===== config.mk =====
export PLATFORM = sky130hd
export DESIGN_NAME = rv_multicycle_ctrl
export DESIGN_NICKNAME = d
export VERILOG_FILES = /design/src/rtl/rv_multicycle_ctrl.sv
export SDC_FILE = /design/constraint.sdc
export NUM_CORES = 1
export LEC_CHECK = 0
export CAP_MARGIN = 10
export CORE_MARGIN = 2
export CORE_UTILIZATION = 46
export DETAILED_ROUTE_END_ITERATION = 7
export PLACE_DENSITY = 0.91
export SYNTH_ARGS = -nofsm -noshare
export SYNTH_HDL_FRONTEND = slang
export SYNTH_SLANG_ARGS = --single-unit

===== constraint.sdc =====
create_clock -name clk -period 5.3 [get_ports clk]
set_clock_uncertainty 0.15 [all_clocks]
set_input_delay 0.795 -clock clk [delete_from_list [all_inputs] [get_ports clk]]
set_output_delay 0.795 -clock clk [all_outputs]
set_load 0.01 [all_outputs]

===== src/rtl/rv_multicycle_ctrl.sv =====
// rv_multicycle_ctrl: multi-cycle FETCH/DECODE/EXEC/MEM/WB control FSM for an RV32I core
module rv_multicycle_ctrl #(
  parameter int CNT_W = 32
) (
  input  logic             clk,
  input  logic             reset,
  input  logic [31:0]      instruction,
  input  logic             mem_ready,
  input  logic             branch_taken,
  output logic [2:0]       imm_sel,
  output logic             ir_we,
  output logic             pc_we,
  output logic [1:0]       pc_src,
  output logic             mem_req,
  output logic             mem_we,
  output logic             addr_sel,
  output logic             alu_src_a,
  output logic             alu_src_b,
  output logic [1:0]       alu_op,
  output logic             reg_we,
  output logic [1:0]       wb_sel,
  output logic             retire,
  output logic [CNT_W-1:0] instret,
  output logic             illegal
);
  localparam logic [6:0] OP     = 7'b0110011;
  localparam logic [6:0] OP_IMM = 7'b0010011;
  localparam logic [6:0] LOAD   = 7'b0000011;
  localparam logic [6:0] STORE  = 7'b0100011;
  localparam logic [6:0] BRANCH = 7'b1100011;
  localparam logic [6:0] JAL    = 7'b1101111;
  localparam logic [6:0] JALR   = 7'b1100111;
  localparam logic [6:0] LUI    = 7'b0110111;
  localparam logic [6:0] AUIPC  = 7'b0010111;

  typedef enum logic [2:0] {IDLE, FETCH, DECODE, EXEC, MEM, WB, TRAP} state_t;

  state_t state, next;
  logic [6:0] opc;
  logic is_op, is_opimm, is_load, is_store, is_branch, is_jal, is_jalr, is_lui, is_auipc, legal;
  logic unused_bits;

  assign opc         = instruction[6:0];
  assign unused_bits = ^instruction[31:7];
  assign is_op       = opc == OP;
  assign is_opimm    = opc == OP_IMM;
  assign is_load     = opc == LOAD;
  assign is_store    = opc == STORE;
  assign is_branch   = opc == BRANCH;
  assign is_jal      = opc == JAL;
  assign is_jalr     = opc == JALR;
  assign is_lui      = opc == LUI;
  assign is_auipc    = opc == AUIPC;
  assign legal       = is_op | is_opimm | is_load | is_store | is_branch | is_jal | is_jalr | is_lui | is_auipc;
  assign illegal     = state == TRAP;

  always_ff @(posedge clk or posedge reset)
    if (reset) state <= IDLE;
    else state <= next;

  always_ff @(posedge clk or posedge reset)
    if (reset) instret <= '0;
    else if (retire) instret <= instret + CNT_W'(1);

  always_comb begin
    next      = state;
    imm_sel   = 3'd0;
    ir_we     = 1'b0;
    pc_we     = 1'b0;
    pc_src    = 2'd0;
    mem_req   = 1'b0;
    mem_we    = 1'b0;
    addr_sel  = 1'b0;
    alu_src_a = 1'b0;
    alu_src_b = 1'b0;
    alu_op    = 2'd0;
    reg_we    = 1'b0;
    wb_sel    = 2'd0;
    retire    = 1'b0;
    if (state != IDLE && state != TRAP)
      imm_sel = is_store ? 3'd1 : is_branch ? 3'd2 : (is_lui | is_auipc) ? 3'd3 : is_jal ? 3'd4 : 3'd0;
    case (state)
      IDLE: next = FETCH;
      FETCH: begin
        mem_req = 1'b1;
        ir_we   = mem_ready;
        next    = mem_ready ? DECODE : FETCH;
      end
      DECODE: next = legal ? EXEC : TRAP;
      EXEC: begin
        alu_src_a = is_auipc;
        alu_src_b = is_opimm | is_load | is_store | is_jalr | is_lui | is_auipc;
        alu_op    = (is_op | is_opimm) ? 2'd1 : is_branch ? 2'd2 : is_lui ? 2'd3 : 2'd0;
        pc_we     = is_branch;
        pc_src    = {1'b0, is_branch & branch_taken};
        retire    = is_branch;
        next      = is_branch ? FETCH : (is_load | is_store) ? MEM : WB;
      end
      MEM: begin
        mem_req  = 1'b1;
        addr_sel = 1'b1;
        mem_we   = is_store;
        pc_we    = mem_ready & is_store;
        retire   = mem_ready & is_store;
        next     = !mem_ready ? MEM : is_store ? FETCH : WB;
      end
      WB: begin
        reg_we = 1'b1;
        pc_we  = 1'b1;
        retire = 1'b1;
        wb_sel = is_load ? 2'd1 : (is_jal | is_jalr) ? 2'd2 : 2'd0;
        pc_src = is_jal ? 2'd1 : is_jalr ? 2'd2 : 2'd0;
        next   = FETCH;
      end
      TRAP: next = TRAP;
      default: next = IDLE;
    endcase
  end
endmodule


==> summary.txt, run 1 <==
Synthesis
  • Number of synthesized flops with an enable pin: 0
  • Sequential element share of the synthesized area: between 40% and 50%
  • Post-Syn Area per Cell: approximately 10 um2
  • FFs w/ async S/R, synth: 100%
  • Post-Syn Nets: 244
  • Unique cell type count in the Yosys netlist: 55
  • Mapped cell area: about 2100 um2
  • Post-synth top flop: dfrtp_1
  • Synth Register Bits: 35
  • Synth Instances: around 210
  • Ys Warns: 0

Timing
  • Final period utilization: between 70% and 80%
  • Final hold viol count: 0
  • Min Tclk post-route: about 4.2 ns
  • Setup TNS: 0 ns
  • Highest clock rate: approximately 240 MHz
  • Hold slack final: 0.321 ns
  • Slew margin rel.: approximately 66%
  • Final slew viol count: 0
  • RSZ-0062 raised after global routing: false
  • Worst-Margin Slew: just over 0.5 ns
  • # setup viols final: 0

Clock network
  • Root buffer cell: clkbuf_8
  • CTS tree: yes
  • Worst-Skew Late Latency: about 0.29 ns
  • Post-CTS Hold Buffers: 0
  • Clock transition at path regs: about 0.07 ns
  • CTS buffer count: 5
  • Post CTS Setup Buffer Count: 0
  • Htree depth: 2
  • Clock buffer depth: 2
  • Post-cts gate resize count: 0
  • Sinks on Clock Net: 35

Die
  • Die width: around 72 um
  • Initial Util: about half
  • Core Area: between 4000 and 5000 um2
  • Row cnt: 24
  • IO Pins: 87
  • Die ar.: just over 5000 um2
  • Chip Height: around 72 um

Status
  • Status: complete, no violations

Placement
  • Number of port buffers: 61
  • Gpl congestion: between 0.7 and 0.8
  • Post-DP HPWL: ~3.3 mm

Routing
  • Met2 Wirelength: between 2 and 2.5 mm
  • Final WL: approximately 4.5 mm
  • DRT Pass-1 Iters: 4
  • Detailed Route Iter0 Violations: approximately 100
  • Drt drc: 0
  • Vias: around 1.8k
  • Uppermost layer routed: met4
  • Antenna Nets Post-Route: 0
  • WL per Instance: 14.1 um
  • Vias per cell: between 5 and 6
  • Met3 WL: 262 um
  • Met1 wire length: about 2.0 mm

GRT
  • Largest net degree at the start of global routing: 36
  • GRT overflow: 0
  • Number of global-route vias before repair: 1611
  • Initial antenna violation count: 0
  • First-pass GRT wire length: 7.51 mm
  • All-Layer GR Usage: 18.7%

Setup path
  • Crit Path Class: input pin to output pin
  • CP Max Fanout: 20
  • WP data arrival: roughly 3.3 ns
  • Critical-path cell list: clkdlybuf4s50_1, or3b_4, nor4_4, a21boi_2, buf_4, inv_2, clkdlybuf4s50_1
  • CP max stage delay: 0.60 ns
  • Crit path launch type: input pin
  • CP most frequent cell: clkdlybuf4s50_1
  • CP max stage cell: clkdlybuf4s50_1
  • Crit path capture type: output pin
  • Worst Path Required: 4.36 ns

Final layout
  • N_diodes: 0
  • Area grow syn2layout: 33.8%
  • Layout cells sized above 1: between 10 and 15%
  • Total Nets Final: about 310

Pwr
  • Pwr per Cell Area: between 200 and 300 nW/um2
  • Leak: between 1 and 1.5 nW
  • Peak VDD IR: between 100 and 150 uV

Flow run
  • Max-Cap Viols: 0

Hold path
  • Hold Path Class: flip-flop to flip-flop
-- cell type report --
cell class,instances,area [um2]
Timing Repair Buffer,63,626
Sequential cell,35,876
Inverter,9,33.8
Fill cell,365,1570
Tap cell,52,65.1
Clock buffer,6,82.6
Multi-Input combinational cell,154,1130
Clock inverter,1,5.00
-- cells in the mapped netlist, types with 4 or more instances --
cell type | number | area share, %
nor3_1 | 6 | 1.4
nor3_2 | 5 | 2.4
nor2_1 | 17 | 3.0
nand4_1 | 6 | 1.8
inv_1 | 8 | 1.4
and3_1 | 4 | 1.2
xnor2_1 | 15 | 6.2
nand2_1 | 17 | 3.0
xor2_1 | 16 | 6.7
nand2b_1 | 6 | 1.8
nand3_1 | 14 | 3.3
dfrtp_1 | 35 | 42
-- registers in the layout, summed over array words and instances, names as in the netlist --
signal   cells
state        3
instret     32
-- report_power, final --
part           internal, mW  switching, mW  total (mW)
clock                 0.102         0.0917       0.193
sequential            0.294         0.0522       0.346
combinational         0.128          0.134       0.262
total                 0.524          0.277       0.801
-- cell families (layout without fill, tap and decap cells) --
kind of cell	Yosys count	count (layout)	share of synthesized area [%]
fa+ha+maj	1	1	0.594
buf+inv	18	79	4.76
compound gates	17	17	6.54
xor+xnor	32	32	13.7
simple gates	104	104	32.8
flops	35	35	41.6
-- through the flow --
step           utilization [%]  cell area [um2]  total power, mW  instances  setup WS [ns]
3_3_place_gp              62.2             2730            0.608        313           1.08
3_5_place_dp              62.2             2730            0.613        313           1.07
2_1_floorplan                -             2100            0.519        207           2.19
6_report                  64.2             2820            0.801        320           1.07
5_1_grt                   64.2             2820            0.849        320          0.964
4_1_cts                   64.2             2820            0.808        320           1.07
-- placed cells by master (no fill, tap or decap), types with 2 or more instances in the layout --
cell and instances:
nand3_1 14, nand2_1 17, xnor2_1 15, nor3_2 5, dfrtp_1 35, and3_2 2
nor4b_2 3, and3_1 4, a21oi_1 2, nand4_1 6, nand3b_1 2, o21ai_0 2
nand2b_1 6, xor2_1 16, inv_1 8, nor4_2 3, a22o_1 2, nor2_1 17
nor3_1 6, clkbuf_8 6, buf_4 2, a2111oi_0 2, clkdlybuf4s50_1 61
-- worst max-delay path: cells and delay by family --
kind                   cells  cell delay [ns]
AND/OR/NAND/NOR            2             0.74
buffers and inverters      4             1.65
AO/OA/AOI/OAI              1             0.08
-- metal layers --
metal | track usage (%) | up-vias
met1 | 24.0 | 849
met2 | 29.0 | 67
met4 | 7.13 | 0
li1 | - | 850
met3 | 6.75 | 10
met5 | 0 | -
-- worst paths after layout --
| kind | start | to | slack [ns] | cells after the start |
|---|---|---|---|---|
| max in group asynchronous | reset | instret[23] | 3.94 | 3 |
| hold / removal | instret[31] | instret[31] | 0.32 | 1 |
| min in group asynchronous | reset | state[0] | 0.75 | 3 |
| setup reg to reg | state[2] | instret[24] | 2.84 | 6 |
| setup / recovery | instruction[2] | retire | 1.07 | 7 |
| hold reg to reg | instret[31] | instret[31] | 0.32 | 1 |
Note: power is estimated with default switching activity, not from simulation.
==> run 2: changes to the inputs <==
--- a/config.mk
+++ b/config.mk
@@ -7,9 +7,9 @@
 export LEC_CHECK = 0
 export CAP_MARGIN = 10
 export CORE_MARGIN = 2
-export CORE_UTILIZATION = 46
+export CORE_UTILIZATION = 43
 export DETAILED_ROUTE_END_ITERATION = 7
-export PLACE_DENSITY = 0.91
+export PLACE_DENSITY = 0.86
 export SYNTH_ARGS = -nofsm -noshare
 export SYNTH_HDL_FRONTEND = slang
 export SYNTH_SLANG_ARGS = --single-unit
==> constraint.sdc (replaced) <==
create_clock -name clk -period 4.4 [get_ports clk]
set_clock_uncertainty 0.15 [all_clocks]
set_input_delay 0.66 -clock clk [delete_from_list [all_inputs] [get_ports clk]]
set_output_delay 0.66 -clock clk [all_outputs]
set_load 0.01 [all_outputs]
==> summary.txt, run 2 (same netlist as run 1, synthesis figures left out) <==
Status
  • Status: complete, no violations (unchanged)

Placement
  • Cell Area, Placed: 2750 um2 (was 2730 um2)
  • Number of port buffers: 61 (unchanged)
  • Post-place setup slack: 0.663 ns (was 1.07 ns)
  • Placed Cells: 328 (was 313)
  • Post-DP HPWL: 3.47 mm (was 3.31 mm)
  • Gpl congestion: 0.765 (was 0.782)

GRT
  • First-pass GRT wire length: 7.82 mm (was 7.51 mm)
  • Largest net degree at the start of global routing: 22 (was 36)
  • GRT overflow: 0 (unchanged)
  • Number of global-route vias before repair: 1723 (was 1611)
  • All-Layer GR Usage: 18.4% (was 18.7%)
  • Initial antenna violation count: 0 (unchanged)

Timing
  • Fin worst setup slack: 0.649 ns (was 1.07 ns)
  • Highest clock rate: around 270 MHz
  • Worst-Margin Slew: 0.581 ns (was 0.509 ns)
  • Final period utilization: a little under nine tenths
  • Slew margin rel.: 61.2% (was 65.7%)
  • Final hold viol count: 0 (unchanged)
  • Final slew viol count: 0 (unchanged)
  • RSZ-0062 raised after global routing: false (unchanged)
  • Hold slack final: 0.340 ns (was 0.321 ns)
  • Min Tclk post-route: ~3.8 ns
  • Setup TNS: 0 ns (unchanged)
  • # setup viols final: 0 (unchanged)

Die
  • Initial Util: 44.6% (was 48.0%)
  • Row cnt: 25 (was 24)
  • IO Pins: 87 (unchanged)
  • Core Area: 4720 um2 (was 4380 um2)
  • Die width: 74.0 um (was 71.6 um)
  • Chip Height: 74.0 um (was 71.6 um)
  • Die ar.: 5470 um2 (was 5130 um2)

Final layout
  • Largest register FFs: 32 (unchanged)
  • N_diodes: 0 (unchanged)
  • Commonest cells after routing, fill and taps aside: 61 x clkdlybuf4s50_1, 35 x dfrtp_1, 17 x nand2_1, 17 x nor2_1, 16 x xor2_1 (unchanged)
  • Sequential Area: 876 um2 (unchanged)
  • Total Nets Final: 305 (unchanged)
  • Non-Filler Instances: 336 (was 320)
  • Design area: 2850 um2 (was 2820 um2)
  • Layout cells sized above 1: 14.5% (was 14.2%)
  • Area of the multi-input gates: 1130 um2 (unchanged)
  • Commonest non-fill, non-tap cell in the layout: clkdlybuf4s50_1 (unchanged)
  • Final core occ: 60.4% (was 64.2%)
  • Number of fill cells: 389 (was 365)
  • Largest regs: instret (32), state (3) (unchanged)
  • Largest Register: instret (unchanged)
  • Area grow syn2layout: 35.5% (was 33.8%)

Routing
  • Vias per cell: 5.29 (was 5.55)
  • Antenna Nets Post-Route: 0 (unchanged)
  • DRT Pass-1 Iters: 4 (unchanged)
  • Drt drc: 0 (unchanged)
  • Final WL: 4.80 mm (was 4.52 mm)
  • WL per Instance: 14.3 um (was 14.1 um)
  • Vias: 1778 (was 1776)
  • Detailed Route Iter0 Violations: 87 (was 101)

Pwr
  • Leak: 1.06 nW (about the same)
  • Total power: 999 uW (was 801 uW)
  • Peak VDD IR: 142 uV (was 135 uV)
  • Sequential share of power: 41.7% (was 43.2%)
  • Switching Power: 348 uW (was 277 uW)
  • Power Internal: 651 uW (was 524 uW)
  • Pwr per Cell Area: 350 nW/um2 (was 285 nW/um2)
  • Clk pwr share: 26.1% (was 24.1%)
  • Combinational power share: 32.2% (was 32.7%)
  • Sw frac: 34.9% (was 34.6%)

Hold path
  • Hold Path Class: flip-flop to flip-flop (unchanged)

Setup path
  • CP max stage cell: clkdlybuf4s50_1 (unchanged)
  • Critical-path cell list: clkdlybuf4s50_1, or3b_4, nor4_4, a21boi_2, inv_2, clkdlybuf4s50_1 (was clkdlybuf4s50_1, or3b_4, nor4_4, a21boi_2, buf_4, inv_2, clkdlybuf4s50_1)
  • CP Max Fanout: 16 (was 20)
  • WP buf/inv: 3 (was 4)
  • Crit Path Class: input pin to output pin (unchanged)
  • Crit path launch type: input pin (unchanged)
  • Top Family by Delay on Critical Path: buffers and inverters (unchanged)
  • CP most frequent cell: clkdlybuf4s50_1 (unchanged)
  • R2r setup slk: 1.86 ns (was 2.84 ns)
  • WP data arrival: 2.94 ns (was 3.28 ns)
  • Crit path capture type: output pin (unchanged)
  • Worst Path Required: 3.59 ns (was 4.36 ns)
  • CP max stage delay: 0.60 ns (about the same)

Clock network
  • Post-CTS Hold Buffers: 0 (unchanged)
  • CTS tree: yes (unchanged)
  • Post CTS Setup Buffer Count: 0 (unchanged)
  • Htree depth: 2 (unchanged)
  • Clock transition at path regs: 0.07 ns (about the same)
  • Clock buffer depth: 2 (unchanged)
  • CTS buffer count: 5 (unchanged)
  • Sinks on Clock Net: 35 (unchanged)
  • Root buffer cell: clkbuf_8 (unchanged)
  • Post-cts gate resize count: 0 (unchanged)
  • Worst-Skew Late Latency: 0.29 ns (about the same)

Flow run
  • Max-Cap Viols: 0 (unchanged)
-- run 2: changes by cell type in the layout (fill, tap and decap cells not counted), sizes merged --
cell,delta
clkinvlp,+1
clkbuf,+1
clkinv,-1
-- run 2: layer usage --
metal / vias up / GRT usage [%] / wire length [um]
met2: 63 / 29.2 / 2320
met4: 0 / 8.08 / 82
met1: 862 / 23.6 / 2110
met3: 8 / 5.28 / 291
li1: 845 / - / -
met5: - / 0 / 0
-- run 2: power groups by stage --
stage	logic, mW	registers [mW]	clock network [mW]
floorplan	0.228	0.396	0
global placement	0.316	0.419	0
detailed placement	0.321	0.421	0
CTS	0.322	0.415	0.264
global route	0.353	0.424	0.276
finish	0.322	0.417	0.261
-- run 2: worst paths after layout --
kind                           startpoint     endpoint  depth (start not counted)
setup / recovery           instruction[2]       retire                          6
hold / removal                 instret[5]   instret[5]                          1
setup reg to reg                 state[2]  instret[24]                          6
hold reg to reg                instret[5]   instret[5]                          1
max in group asynchronous           reset  instret[10]                          3
min in group asynchronous           reset  instret[17]                          2
-- run 2: area by class of cell --
type | instances | area share, %
flip-flops and latches | 35 | 30.7
clock buffers | 7 | 3.38
inverters | 9 | 1.18
clock inverters | 1 | 0.263
well taps | 67 | 2.94
repair buffers | 63 | 21.9
multi-input cells | 154 | 39.6
==> run 3: changes to the inputs <==
--- a/config.mk
+++ b/config.mk
@@ -5,7 +5,6 @@
 export SDC_FILE = /design/constraint.sdc
 export NUM_CORES = 1
 export LEC_CHECK = 0
-export CAP_MARGIN = 10
 export CORE_MARGIN = 2
 export CORE_UTILIZATION = 43
 export DETAILED_ROUTE_END_ITERATION = 7
==> results of run 3 <==
The final DEF is identical to that of run 2; final timing and power are the same.
